==> src/rtl/reg_bus_arbiter.sv <==
// reg_bus_arbiter: merges SPI-slave strobes (via a 1-entry pending buffer) and an
// internal master onto one register-file port. Optional macro REG_ARB_ROUND_ROBIN_EN
// makes contention alternate between the two sides; without it SPI always wins.
module reg_bus_arbiter (
   input  logic        clk,
   input  logic        rst,
   // SPI slave side
   input  logic        spi_write,
   input  logic        spi_read,
   input  logic [7:0]  spi_addr,
   input  logic [31:0] spi_wdata,
   output logic [31:0] spi_rdata,
   output logic        spi_rvalid,
   // Internal master side
   input  logic        int_req,
   input  logic        int_we,
   input  logic [7:0]  int_addr,
   input  logic [31:0] int_wdata,
   output logic        int_gnt,
   output logic [31:0] int_rdata,
   output logic        int_rvalid,
   // Register file side
   output logic        rf_we,
   output logic        rf_re,
   output logic [5:0]  rf_addr,
   output logic [31:0] rf_wdata,
   input  logic [31:0] rf_rdata,
   // Status
   input  logic        err_clr,
   output logic        addr_err,
   output logic        spi_ovf
);

   typedef enum logic [1:0] {StIdle, StIssue, StRdWait} state_e;

   state_e      state_q, state_d;

   logic        buf_valid_q, buf_we_q;
   logic [7:0]  buf_addr_q;
   logic [31:0] buf_wdata_q;

   logic        int_req_q;

   logic        op_spi_q, op_we_q;
   logic [7:0]  op_addr_q;
   logic [31:0] op_wdata_q;

   logic        rf_we_q, rf_re_q;
   logic [5:0]  rf_addr_q;
   logic [31:0] rf_wdata_q;
   logic        int_gnt_q;

   logic        rd_wait_q, rd_spi_q, rd_err_q;
   logic [31:0] spi_rdata_q, int_rdata_q;
   logic        spi_rvalid_q, int_rvalid_q;
   logic        addr_err_q, spi_ovf_q;

   logic        strobe, issuing, issuing_spi, start, pick_spi, op_bad;

   assign strobe      = spi_write | spi_read;
   assign issuing     = (state_q == StIssue);
   // The buffer entry is released during the ISSUE cycle of its own transaction.
   assign issuing_spi = issuing & op_spi_q;
   assign op_bad      = |op_addr_q[7:6];
   assign start       = (state_q == StIdle) & (buf_valid_q | int_req_q);

`ifdef REG_ARB_ROUND_ROBIN_EN
   logic last_spi_q;

   // On contention, serve whichever side was not served last.
   assign pick_spi = buf_valid_q & (~int_req_q | ~last_spi_q);

   // Remember who was served last; reset makes SPI the preferred side.
   always_ff @(posedge clk or posedge rst) begin
      if (rst) begin
         last_spi_q <= 1'b0;
      end else if (start) begin
         last_spi_q <= pick_spi;
      end
   end
`else
   assign pick_spi = buf_valid_q;
`endif

   // FSM state register.
   always_ff @(posedge clk or posedge rst) begin
      if (rst) begin
         state_q <= StIdle;
      end else begin
         state_q <= state_d;
      end
   end

   // FSM next-state logic.
   always_comb begin
      state_d = state_q;
      unique case (state_q)
         StIdle:   if (start) state_d = StIssue;
         StIssue:  state_d = op_we_q ? StIdle : StRdWait;
         StRdWait: state_d = StIdle;
         default:  state_d = StIdle;
      endcase
   end

   // SPI pending buffer: load when free or being released, else drop the strobe.
   always_ff @(posedge clk or posedge rst) begin
      if (rst) begin
         buf_valid_q <= 1'b0;
         buf_we_q    <= 1'b0;
         buf_addr_q  <= 8'h00;
         buf_wdata_q <= 32'h0;
      end else if (strobe && (!buf_valid_q || issuing_spi)) begin
         buf_valid_q <= 1'b1;
         buf_we_q    <= spi_write;
         buf_addr_q  <= spi_addr;
         buf_wdata_q <= spi_wdata;
      end else if (issuing_spi) begin
         buf_valid_q <= 1'b0;
      end
   end

   // Registered internal request; masked right after a grant so a master that
   // releases int_req one edge late is not served twice.
   always_ff @(posedge clk or posedge rst) begin
      if (rst) begin
         int_req_q <= 1'b0;
      end else begin
         int_req_q <= int_req & ~int_gnt_q;
      end
   end

   // Latch the winning transaction and raise int_gnt for the ISSUE cycle.
   always_ff @(posedge clk or posedge rst) begin
      if (rst) begin
         op_spi_q   <= 1'b0;
         op_we_q    <= 1'b0;
         op_addr_q  <= 8'h00;
         op_wdata_q <= 32'h0;
         int_gnt_q  <= 1'b0;
      end else if (start) begin
         op_spi_q   <= pick_spi;
         op_we_q    <= pick_spi ? buf_we_q    : int_we;
         op_addr_q  <= pick_spi ? buf_addr_q  : int_addr;
         op_wdata_q <= pick_spi ? buf_wdata_q : int_wdata;
         int_gnt_q  <= ~pick_spi;
      end else begin
         int_gnt_q  <= 1'b0;
      end
   end

   // Register-file strobes; out-of-range addresses never reach the register file.
   always_ff @(posedge clk or posedge rst) begin
      if (rst) begin
         rf_we_q    <= 1'b0;
         rf_re_q    <= 1'b0;
         rf_addr_q  <= 6'h00;
         rf_wdata_q <= 32'h0;
      end else begin
         rf_we_q <= issuing & op_we_q & ~op_bad;
         rf_re_q <= issuing & ~op_we_q & ~op_bad;
         if (issuing) begin
            rf_addr_q  <= op_addr_q[5:0];
            rf_wdata_q <= op_wdata_q;
         end
      end
   end

   // Read return: rf_rdata is valid the cycle after rf_re, then forwarded to the
   // requester with a one-cycle valid pulse. Bad-address reads return zero.
   always_ff @(posedge clk or posedge rst) begin
      if (rst) begin
         rd_wait_q    <= 1'b0;
         rd_spi_q     <= 1'b0;
         rd_err_q     <= 1'b0;
         spi_rdata_q  <= 32'h0;
         int_rdata_q  <= 32'h0;
         spi_rvalid_q <= 1'b0;
         int_rvalid_q <= 1'b0;
      end else begin
         rd_wait_q <= (state_q == StRdWait);
         if (state_q == StRdWait) begin
            rd_spi_q <= op_spi_q;
            rd_err_q <= op_bad;
         end
         spi_rvalid_q <= rd_wait_q & rd_spi_q;
         int_rvalid_q <= rd_wait_q & ~rd_spi_q;
         if (rd_wait_q && rd_spi_q) begin
            spi_rdata_q <= rd_err_q ? 32'h0 : rf_rdata;
         end
         if (rd_wait_q && !rd_spi_q) begin
            int_rdata_q <= rd_err_q ? 32'h0 : rf_rdata;
         end
      end
   end

   // Sticky status flags; a set event beats a simultaneous clear.
   always_ff @(posedge clk or posedge rst) begin
      if (rst) begin
         addr_err_q <= 1'b0;
         spi_ovf_q  <= 1'b0;
      end else begin
         if (issuing && op_bad) begin
            addr_err_q <= 1'b1;
         end else if (err_clr) begin
            addr_err_q <= 1'b0;
         end
         if (strobe && buf_valid_q && !issuing_spi) begin
            spi_ovf_q <= 1'b1;
         end else if (err_clr) begin
            spi_ovf_q <= 1'b0;
         end
      end
   end

   assign rf_we      = rf_we_q;
   assign rf_re      = rf_re_q;
   assign rf_addr    = rf_addr_q;
   assign rf_wdata   = rf_wdata_q;
   assign int_gnt    = int_gnt_q;
   assign spi_rdata  = spi_rdata_q;
   assign int_rdata  = int_rdata_q;
   assign spi_rvalid = spi_rvalid_q;
   assign int_rvalid = int_rvalid_q;
   assign addr_err   = addr_err_q;
   assign spi_ovf    = spi_ovf_q;

endmodule

==> config.mk <==
export PLATFORM = sky130hd
export DESIGN_NAME = reg_bus_arbiter
export DESIGN_NICKNAME = d
export VERILOG_FILES = /design/src/rtl/reg_bus_arbiter.sv
export SDC_FILE = /design/constraint.sdc
export NUM_CORES = 1
export LEC_CHECK = 0
export ABC_CLOCK_PERIOD_IN_PS = 6800
export BUFFER_PORTS_ARGS = -buffer_cell sky130_fd_sc_hd__buf_2
export CORE_UTILIZATION = 25
export DETAILED_ROUTE_END_ITERATION = 16
export PLACE_DENSITY = 0.55
export RECOVER_POWER = 25
export SLEW_MARGIN = 20
export SYNTH_ARGS = -nofsm -noshare
export SYNTH_HDL_FRONTEND = slang
export SYNTH_SLANG_ARGS = --single-unit
==> constraint.sdc <==
create_clock -name clk -period 6.8 [get_ports clk]
set_input_delay 1.36 -clock clk [delete_from_list [all_inputs] [get_ports clk]]
set_output_delay 1.36 -clock clk [all_outputs]
set_load 0.05 [all_outputs]
==> results of run 1 <==
stage by stage:
step | utilization [%] | total power [mW] | setup WS, ns | area (um2) | instances
floorplan | - | 3.93 | 0.0143 | 7660 | 596
global placement | 30.8 | 4.55 | 3.68 | 9200 | 1180
detailed placement | 30.8 | 4.60 | 3.69 | 9200 | 1180
CTS | 32.9 | 5.69 | 4.15 | 9820 | 1212
global route | 32.8 | 5.96 | 2.32 | 9790 | 1212
finish | 32.8 | 5.60 | 2.95 | 9800 | 1215
worst paths after layout:
path | start | end | slack (ns) | cells past startpoint
worst min register to register | int_gnt$_DFF_PP0_ | int_req_q$_DFF_PP0_ | 0.47 | 1
worst min-delay path | int_gnt$_DFF_PP0_ | int_req_q$_DFF_PP0_ | 0.47 | 1
min in group asynchronous | rst | int_rdata[10]$_DFFE_PP0P_ | 1.82 | 2
max in group clk | state_q[1]$_DFFE_PP0P_ | op_wdata_q[23]$_DFFE_PP0P_ | 3.53 | 3
worst max-delay path | rst | rf_wdata[4]$_DFFE_PP0N_ | 2.95 | 3
worst max register to register | state_q[1]$_DFFE_PP0P_ | op_wdata_q[23]$_DFFE_PP0P_ | 3.53 | 3
registers in the layout (all words and copies together), names as in the netlist, 2 cells and up:
| signal | count |
|---|---|
| rf_wdata | 32 |
| buf_wdata_q | 32 |
| buf_addr_q | 8 |
| spi_rdata | 32 |
| op_wdata_q | 32 |
| state_q | 2 |
| op_addr_q | 8 |
| rf_addr | 6 |
| int_rdata | 32 |
cell usage in the layout, fill, tap and decap left out, types with 4 or more instances in the layout:
master / Yosys / routed
dfrtp_1: 199 / 199
a221o_1: 41 / 41
nor2_1: 5 / 5
inv_1: 7 / 6
o21ai_0: 33 / 65
and2_1: 42 / 41
mux2_1: 78 / 78
clkbuf_1: 24 / 5
buf_2: 9 / 226
clkbuf_16: 0 / 17
nand2b_1: 35 / 34
nand2_1: 73 / 73
inv_8: 0 / 4
per-layer routing:
layer  GRT usage (%)  up-vias
met4            3.66        2
met2            20.2      183
li1                -     2503
met3            4.38       20
met5               0        -
met1            15.9     2617
power groups by stage:
stage          Clock (mW)  Combinational, mW  Sequential (mW)
3_3_place_gp            0               2.48             2.07
6_report             1.08               2.47             2.06
4_1_cts              1.12               2.52             2.06
3_5_place_dp            0               2.51             2.09
5_1_grt              1.15               2.67             2.13
2_1_floorplan           0              0.977             2.96
area by class of cell:
type | count | area (um2)
flip-flops and latches | 199 | 4980
multi-input cells | 350 | 2500
well taps | 390 | 488
inverters | 8 | 33.8
clock buffers | 17 | 425
repair buffers | 233 | 1160
diodes | 3 | 7.51
clock inverters | 15 | 199
fillers | 3072 | 20100
logic make-up after synthesis:
kind of cell	after synthesis	synth area share (%)
flip-flops	199	65.0
AND/OR/NAND/NOR	159	10.6
AO/OA/AOI/OAI	113	10.3
multiplexers	78	11.5
buffers and inverters	47	2.65
==> summary.txt, run 1 <==
Logic synthesis
  • Flops & latches, synth: 199
  • Synth top area share: 65.0%
  • Synth Area per Inst: approximately 13 um2
  • Synth Flop Type: dfrtp_1
  • Post-synthesis sequential area ratio: between 60% and 70%
  • Syn_nets: between 700 and 800
  • Synth Warn #: 0
  • Synth top area cells: dfrtp_1 (65%), mux2_1 (11%), a221o_1 (5.4%), nand2_1 (3.6%), and2_1 (3.4%)
  • Post-Synthesis Cells: slightly below 600
  • Synth top cells by count: dfrtp_1 (199), mux2_1 (78), nand2_1 (73)
  • Post-synthesis async set-or-reset flop share: 100%
  • Synth area leader: dfrtp_1
  • Synth Cell Area: 0.00766 mm2
  • Most numerous cell in the Yosys netlist: dfrtp_1
  • Post-synth EDFFs: 0
  • Count of cell types in the netlist: 24

CTS
  • Post-CTS setup buffer count: 0
  • CTS tree: built
  • CTS buffer count: 17
  • Clk root buf: clkbuf_16
  • Clock Tree Buf Depth: 2
  • CTS H-tree lvls: 4
  • Clk slew on worst S/H paths: around 0.080 ns
  • Resize count post-CTS: 0
  • Worst-Skew Late Latency: 0.44 ns
  • CTS sink count: approximately 200
  • Number of hold buffers added after cts: 0

Power
  • Seq pwr share: a little under two fifths
  • Sw Ratio: 45.5%
  • Power per cell area: between 500 and 600 mW/mm2
  • Max VDD drop: about 0.0003 V
  • Power Internal: just over 3 mW
  • Psw: 2.55 mW
  • Power share of the clock group: a little under a fifth
  • Gate power share: between 40% and 50%
  • LEAKAGE: ~4.8 nW

Floorplan
  • Number of I/O pins: roughly 230
  • Die H: approximately 180 um
  • Die area: approximately 0.031 mm2
  • Core area: ~0.030 mm2
  • Starting Density: approximately 26%
  • Die width: 177 um
  • Site row count: 63

Drt
  • Initial drt markers: approximately 210
  • Max layer used: met5
  • M1 wire length: 8640 um
  • # DRC: 0
  • Drt via density: around 4.4
  • Wire per inst: approximately 16 um
  • WL met3: ~1600 um
  • DR WL met2: just under 9000 um
  • Antenna Nets Post-Route: 0
  • Detailed Route WL: between 15000 and 20000 um
  • Detailed Routing Iterations Pass 1: 4
  • Vias: 5325

Critical path
  • CP bufs+invs: 3
  • Critical Path Fanout Max: ~140
  • Setup crit end kind: asynchronous set/reset pin
  • CP delay by family, top: buffers and inverters
  • Crit path kind: in -> async
  • Worst EP required: about 7.3 ns
  • Startpoint Class: input port
  • CP arrival: between 4 and 5 ns
  • Slowest cell on the critical path: clkinvlp_4
  • CP max stage delay: 1.77 ns
  • CP cell instances: clkbuf_1 -> clkinvlp_4 -> buf_4

Min path
  • Hold Path Class: reg -> reg

Timing
  • Final critical-path share of the clock period: approximately 57%
  • Worst Clk Skew: between 0.015 and 0.02 ns
  • Worst slew margin: -98.1%
  • Hold Fails Final Rpt: 0
  • Max Fclk: 260 MHz
  • Final setup fails: 0
  • Max Slew Vio Count: between 400 and 500
  • RSZ-0062 raised after global routing: no
  • Sum of negative setup slack: 0 ns
  • WHS: around 0.47 ns
  • Min Tclk post-route: 3.85 ns
  • Slew @ Worst Pin: around 3.0 ns

GRT
  • Largest net degree at the start of global routing: ~140
  • GRT Total Usage: around 13%
  • Grt total ovfl: 0
  • Antenna violations before repair: 2
  • Vias in the first global route: approximately 5400
  • First-pass GRT wire length: around 30000 um

Placement
  • GPL Wtd Cong: around 0.73
  • IO buf count: ~230
  • HPWL after DPL: 12500 um

Cells and area
  • Nets: 928
  • Share of layout cells above drive strength 1: around a third
  • Area Overhead vs Synth: 28.0%

Outcome
  • Status: finished, violations left
  • Failing checks: max-capacitance violations, max-slew violations

Flow run
  • Max cap viols: 7
No activity file was read; power rests on OpenSTA's default activity.
==> run 2, diff against run 1 <==
--- a/config.mk
+++ b/config.mk
@@ -5,11 +5,11 @@
 export SDC_FILE = /design/constraint.sdc
 export NUM_CORES = 1
 export LEC_CHECK = 0
-export ABC_CLOCK_PERIOD_IN_PS = 6800
+export ABC_CLOCK_PERIOD_IN_PS = 3800
 export BUFFER_PORTS_ARGS = -buffer_cell sky130_fd_sc_hd__buf_2
 export CORE_UTILIZATION = 25
 export DETAILED_ROUTE_END_ITERATION = 16
-export PLACE_DENSITY = 0.55
+export PLACE_DENSITY = 0.54
 export RECOVER_POWER = 25
 export SLEW_MARGIN = 20
 export SYNTH_ARGS = -nofsm -noshare
==> constraint.sdc (replaced) <==
create_clock -name clk -period 3.8 [get_ports clk]
set_input_delay 0.76 -clock clk [delete_from_list [all_inputs] [get_ports clk]]
set_output_delay 0.76 -clock clk [all_outputs]
set_load 0.05 [all_outputs]
==> run 2 against run 1 <==
  * Hold slack got worse by 0.0052 ns
  * The flow still finishes with violations (max-capacitance violations, max-slew violations)
  * Clock power increased by 72%
  * Flip-flop and latch count unchanged
  * Global-route usage about the same
  * Highest routed layer unchanged
  * Critical path depth decreased by 1
  * Wire length about the same
==> summary.txt, run 2 (same netlist as run 1, synthesis figures left out) <==
Drt
  • Initial drt markers: roughly 220
  • Vias: about 5300
  • Wire per inst: approximately 16 um
  • Detailed Routing Iterations Pass 1: 4
  • # DRC: 0
  • Max layer used: met5
  • Drt via density: 4.35
  • WL met3: 1600 um
  • Detailed Route WL: 19200 um
  • DR WL met2: ~9000 um
  • Antenna Nets Post-Route: 0
  • M1 wire length: roughly 8600 um

GRT
  • Largest net degree at the start of global routing: approximately 70
  • Grt total ovfl: 0
  • Antenna violations before repair: 3
  • First-pass GRT wire length: roughly 30000 um
  • Vias in the first global route: approximately 5400
  • GRT Total Usage: around 13%

Placement
  • DP Worst Slack: 1.36 ns
  • IO buf count: between 200 and 250
  • HPWL after DPL: roughly 13000 um
  • GPL Wtd Cong: around 0.74
  • Dpl cells: 1182

Floorplan
  • Number of I/O pins: roughly 230
  • Site row count: 63
  • Die area: between 0.03 and 0.04 mm2
  • Die width: 177 um
  • Core area: ~0.030 mm2
  • Starting Density: 25.6%
  • Die H: ~180 um

Critical path
  • Slowest cell on the critical path: nand2_1
  • Critical Path Fanout Max: 65
  • Setup crit end kind: flip-flop
  • R2r worst-path depth: 2
  • Startpoint Class: flip-flop
  • Reg2reg end: spi_rdata[2]$_DFFE_PP0P_
  • Worst EP required: between 4 and 5 ns
  • Reg2Reg Setup Slack: approximately 1.5 ns
  • CP arrival: about 2.6 ns
  • Crit path kind: reg -> reg
  • CP cell instances: nand2_1 -> o21ai_0
  • Reg2reg start: rd_spi_q$_DFFE_PP0P_
  • CP max stage delay: ~1.4 ns

CTS
  • Number of hold buffers added after cts: 0
  • CTS tree: built
  • CTS H-tree lvls: 4
  • Resize count post-CTS: 0
  • CTS buffer count: 17
  • Worst-Skew Late Latency: approximately 0.43 ns
  • Clock Tree Buf Depth: 2
  • Clk slew on worst S/H paths: roughly 0.07 ns
  • Post-CTS setup buffer count: 0
  • CTS sink count: 199
  • Clk root buf: clkbuf_16

Cells and area
  • Share of layout cells above drive strength 1: between 30% and 40%
  • Nets: 930
  • Most common cell after layout, fill and taps aside: buf_2
  • Non-Filler Instances: 1214
  • # diodes: 0
  • Area Overhead vs Synth: 28.6%
  • Most frequent cells in the layout: buf_2 (226), dfrtp_1 (199), mux2_1 (78), nand2_1 (73)
  • # fillers: 3051

Timing
  • Sum of negative setup slack: 0 ns
  • Slew @ Worst Pin: ~1.9 ns
  • Max Fclk: roughly 430 MHz
  • Max Slew Vio Count: between 90 and 100
  • Min setup slack post-route: ~1.5 ns
  • Min Tclk post-route: roughly 2.3 ns
  • RSZ-0062 raised after global routing: no
  • Final critical-path share of the clock period: 61.8%
  • WHS: 0.463 ns
  • Hold Fails Final Rpt: 0
  • Worst Clk Skew: roughly 0.0073 ns
  • Final setup fails: 0
  • Worst slew margin: -29.5%

Outcome
  • Status: finished, violations left
  • Failing checks: max-capacitance violations, max-slew violations

Power
  • Power per cell area: between 1000 and 1500 mW/mm2
  • Gate power share: between 40% and 50%
  • Seq pwr share: between 30% and 40%
  • Power share of the clock group: 18.7%
  • Power Internal: 5.50 mW
  • Psw: between 4 and 5 mW
  • Sw Ratio: roughly 45%
  • Design Power: roughly 10 mW
  • LEAKAGE: between 4 and 5 nW
  • Max VDD drop: between 0.0003 and 0.0004 V

Flow run
  • Max cap viols: 2

Min path
  • Hold Path Sink: int_req_q$_DFF_PP0_
  • Worst hold stages: 1
  • Hold_sp: int_gnt$_DFF_PP0_
  • Hold Path Class: reg -> reg
-- run 2: layer usage --
layer / global-route usage (%) / vias up
met1: 16.0 / 2592
met2: 19.9 / 175
met4: 3.27 / 4
li1: - / 2500
met3: 4.94 / 13
met5: 0 / -
-- run 2: worst max-delay path by stage --
stage                                 from                         end  slack, ns  cells past startpoint
global route          rd_spi_q$_DFFE_PP0P_   spi_rdata[27]$_DFFE_PP0P_       1.07                      2
CTS                 state_q[1]$_DFFE_PP0P_  buf_wdata_q[2]$_DFFE_PP0P_       1.53                      4
global placement                  spi_read   buf_addr_q[2]$_DFFE_PP0P_       1.39                      5
finish                rd_spi_q$_DFFE_PP0P_    spi_rdata[2]$_DFFE_PP0P_       1.45                      2
floorplan                              rst        addr_err$_DFFE_PP0P_       0.47                      1
detailed placement                spi_read  buf_wdata_q[2]$_DFFE_PP0P_       1.36                      5
-- run 2: layout make-up --
| class | instances | area [um2] | area share [%] |
|---|---|---|---|
| Sequential cell | 199 | 4980 | 50.6 |
| Multi-Input combinational cell | 350 | 2500 | 25.4 |
| Timing Repair Buffer | 235 | 1230 | 12.5 |
| Tap cell | 390 | 488 | 4.96 |
| Clock buffer | 19 | 443 | 4.50 |
| Clock inverter | 13 | 166 | 1.69 |
| Inverter | 8 | 31.3 | 0.318 |
-- run 2: critical path, delay by kind of cell, from the launching register on --
kind            cells  cell delay [ns]
compound gates      1             0.32
flops               1             0.39
simple gates        1             1.39
-- run 2: metrics by stage --
| step | area, um2 | util [%] |
|---|---|---|
| after global placement | 9250 | 30.9 |
| after detailed placement | 9250 | 31.0 |
| final | 9850 | 33.0 |
| after CTS | 9860 | 33.0 |
| after global routing | 9850 | 33.0 |
| after floorplan | 7660 | - |
-- run 2: power groups by stage --
stage | combinational, mW | clock, mW | sequential [mW]
2_1_floorplan | 1.75 | 0 | 5.29
3_3_place_gp | 4.47 | 0 | 3.69
3_5_place_dp | 4.53 | 0 | 3.72
4_1_cts | 4.54 | 1.94 | 3.69
5_1_grt | 4.79 | 2.02 | 3.80
6_report | 4.45 | 1.86 | 3.67
==> run 3, diff against run 2 <==
--- a/config.mk
+++ b/config.mk
@@ -5,11 +5,12 @@
 export SDC_FILE = /design/constraint.sdc
 export NUM_CORES = 1
 export LEC_CHECK = 0
-export ABC_CLOCK_PERIOD_IN_PS = 3800
+export ABC_AREA = 1
+export ABC_CLOCK_PERIOD_IN_PS = 2300
 export BUFFER_PORTS_ARGS = -buffer_cell sky130_fd_sc_hd__buf_2
 export CORE_UTILIZATION = 25
 export DETAILED_ROUTE_END_ITERATION = 16
-export PLACE_DENSITY = 0.54
+export PLACE_DENSITY = 0.53
 export RECOVER_POWER = 25
 export SLEW_MARGIN = 20
 export SYNTH_ARGS = -nofsm -noshare
==> constraint.sdc (replaced) <==
create_clock -name clk -period 2.3 [get_ports clk]
set_input_delay 0.46 -clock clk [delete_from_list [all_inputs] [get_ports clk]]
set_output_delay 0.46 -clock clk [all_outputs]
set_load 0.05 [all_outputs]
==> run 3 against run 2 <==
  * The flow now finishes without violations
  * Combinational power is 82% higher
  * Hold slack worse by 0.36 ns
  * Register-to-register slack worse by 0.74 ns
  * Sequential share of layout area is 3.1 points lower
  * Cell area is 6.5% higher
  * Largest power group unchanged
==> summary.txt, run 3 <==
Outcome
  • Status: completed

Drt
  • Antenna Nets Post-Route: 0
  • Drt via density: 4.15
  • Wire per inst: 13.7 um
  • Detailed Route WL: between 20000 and 25000 um
  • Initial drt markers: 358
  • Detailed Routing Iterations Pass 1: 5
  • # DRC: 0
  • Vias: slightly below 7000

Placement
  • GPL Wtd Cong: 0.757
  • DP Area: ~0.01 mm2
  • IO buf count: roughly 230
  • Dpl cells: 1623
  • HPWL after DPL: approximately 15000 um
  • DP Worst Slack: roughly 0.63 ns

CTS
  • Number of hold buffers added after cts: 0
  • CTS H-tree lvls: 4
  • CTS buffer count: 17
  • CTS tree: built
  • Post-CTS setup buffer count: 0
  • Clk slew on worst S/H paths: approximately 0.07 ns
  • Worst-Skew Late Latency: ~0.45 ns
  • Clock Tree Buf Depth: 2
  • CTS sink count: a little under 200
  • Clk root buf: clkbuf_16
  • Resize count post-CTS: 0

Cells and area
  • Most common cell after layout, fill and taps aside: nand2_1
  • Share of layout cells above drive strength 1: approximately a quarter
  • Nets: ~1300
  • Area Overhead vs Synth: 25.8%
  • Most frequent cells in the layout: nand2_1 (371), buf_2 (227), dfrtp_1 (198), inv_1 (121), o21ai_0 (119)
  • Non-Filler Instances: ~1700
  • Post-Route Utilization: 32.1%
  • Final instance area: about 0.010 mm2

Logic synthesis
  • Synth top area cells: dfrtp_1 (60%), nand2_1 (17%), o21ai_0 (7.1%), inv_1 (5.5%), nand3_1 (2.6%)
  • Xor/xnor share of the synthesized area: 0%
  • Flops & latches, synth: around 200
  • Post-synthesis sequential area ratio: between 50 and 60%
  • Synth Area in Simple Gates: 21.5%
  • Post-synth EDFFs: 0
  • Post-synthesis adder-cell area fraction: 0%
  • Most numerous cell in the Yosys netlist: nand2_1
  • Post-synthesis async set-or-reset flop share: 100%
  • Count of cell types in the netlist: 16
  • Synth area leader: dfrtp_1
  • Synth top area share: between 50% and 60%
  • Synth Area per Inst: around 8.4 um2
  • Synth Warn #: 0
  • Synth top cells by count: nand2_1 (373), dfrtp_1 (199), inv_1 (122)
  • Multiplexer share of the synthesized area: 0%
  • Post-synthesis compound-gate area fraction: a little under a tenth
  • Synth Flop Type: dfrtp_1
  • Syn_nets: roughly 1100
  • Largest family of logic cells by synthesized area: simple AND/OR/NAND/NOR gates
  • Synth Cell Area: between 0.008 and 0.009 mm2
  • Post-Synthesis Cells: between 900 and 1000

Floorplan
  • Number of I/O pins: about 230
  • Die width: approximately 180 um
  • Starting Density: around 25%
  • Die area: about 0.034 mm2
  • Site row count: 66
  • Die H: approximately 180 um
  • Core area: around 0.033 mm2

Timing
  • Max Slew Vio Count: 0
  • Worst slew margin: a little under a quarter
  • Slew @ Worst Pin: 1.14 ns
  • Worst Clk Skew: 0.0101 ns
  • Min Tclk post-route: approximately 1.6 ns
  • Min setup slack post-route: 0.670 ns
  • Final critical-path share of the clock period: 70.9%
  • Final setup fails: 0
  • RSZ-0062 raised after global routing: no
  • Hold Fails Final Rpt: 0
  • Max Fclk: 614 MHz

Power
  • LEAKAGE: 5.78 nW
  • Gate power share: 47.5%
  • Sw Ratio: between 40% and 50%
  • Seq pwr share: between 30% and 40%
  • Psw: about 8.3 mW
  • Design Power: ~17 mW
  • Power share of the clock group: between 10% and 20%
  • Max VDD drop: roughly 0.00061 V
  • Power Internal: 8.73 mW
  • Power per cell area: about 1600 mW/mm2

Critical path
  • CP cell instances: buf_2 -> clkinvlp_2 -> clkbuf_2
  • Startpoint Class: input port
  • Worst EP required: ~2.7 ns
  • CP arrival: ~2.0 ns
  • Reg2Reg Setup Slack: about 0.71 ns
  • Crit path kind: in -> async
  • Critical Path Fanout Max: 45
  • Reg2reg start: buf_valid_q$_DFFE_PP0P_
  • Setup crit end kind: asynchronous set/reset pin
  • Reg2reg end: op_wdata_q[10]$_DFFE_PP0P_
  • CP max stage delay: 0.97 ns
  • R2r worst-path depth: 4
  • Slowest cell on the critical path: clkbuf_2

GRT
  • Antenna violations before repair: 7
  • Grt total ovfl: 0
  • First-pass GRT wire length: approximately 37000 um
  • Largest net degree at the start of global routing: 80
  • GRT Total Usage: ~14%
  • Vias in the first global route: approximately 6700

Min path
  • Hold Path Class: in -> async

Flow run
  • Max cap viols: 0
-- run 3: area by class of cell --
type,count,area (um2)
timing repair buffer,243,1290
sequential,199,4980
clock buffer,19,453
antenna,2,5.00
tap,442,553
multi-input combinational,616,2580
inverter,123,463
clock inverter,13,159
fill,3594,22200
-- run 3: worst max-delay path by stage --
stage | startpoint | end | slack (ns) | cells after the start
after floorplan | rst | addr_err$_DFFE_PP0P_ | -0.73 | 1
after global placement | spi_read | buf_valid_q$_DFFE_PP0P_ | 0.64 | 5
after detailed placement | spi_read | buf_valid_q$_DFFE_PP0P_ | 0.63 | 5
after CTS | int_gnt$_DFF_PP0_ | int_gnt | 0.69 | 1
after global routing | rst | buf_wdata_q[18]$_DFFE_PP0P_ | 0.32 | 3
final | rst | buf_wdata_q[6]$_DFFE_PP0P_ | 0.67 | 3
-- run 3: power groups by stage --
stage | Combinational [mW] | Clock [mW] | Sequential (mW)
floorplan | 3.46 | 0 | 8.63
global placement | 8.16 | 0 | 5.85
detailed placement | 8.23 | 0 | 5.89
CTS | 8.24 | 3.28 | 5.83
global route | 9.01 | 3.41 | 6.02
finish | 8.10 | 3.14 | 5.82
-- run 3: kinds of logic (layout without fill, tap and decap cells) --
family,count (synthesis),count (layout)
AO/OA/AOI/OAI,156,156
other,0,2
flip-flops,199,199
buffers and inverters,181,398
AND/OR/NAND/NOR,460,460
-- run 3: per-stage QoR --
step / hold WS [ns] / TNS, ns
floorplan: 0.427 / -146.14
global placement: 0.431 / 0
detailed placement: 0.426 / 0
CTS: 0.00518 / 0
global route: 0.135 / 0
finish: 0.0980 / 0
-- run 3: layer usage --
metal	global-route usage, %	part of all wire [%]	vias up
li1	-	-	3469
met1	18.1	46	3172
met2	21.9	44	212
met3	5.32	8.6	24
met4	4.30	1.2	6
met5	0	0.18	-
-- run 3: critical path: cells and delay by family --
family	cells	cell delay [ns]
buffers and inverters	3	1.53
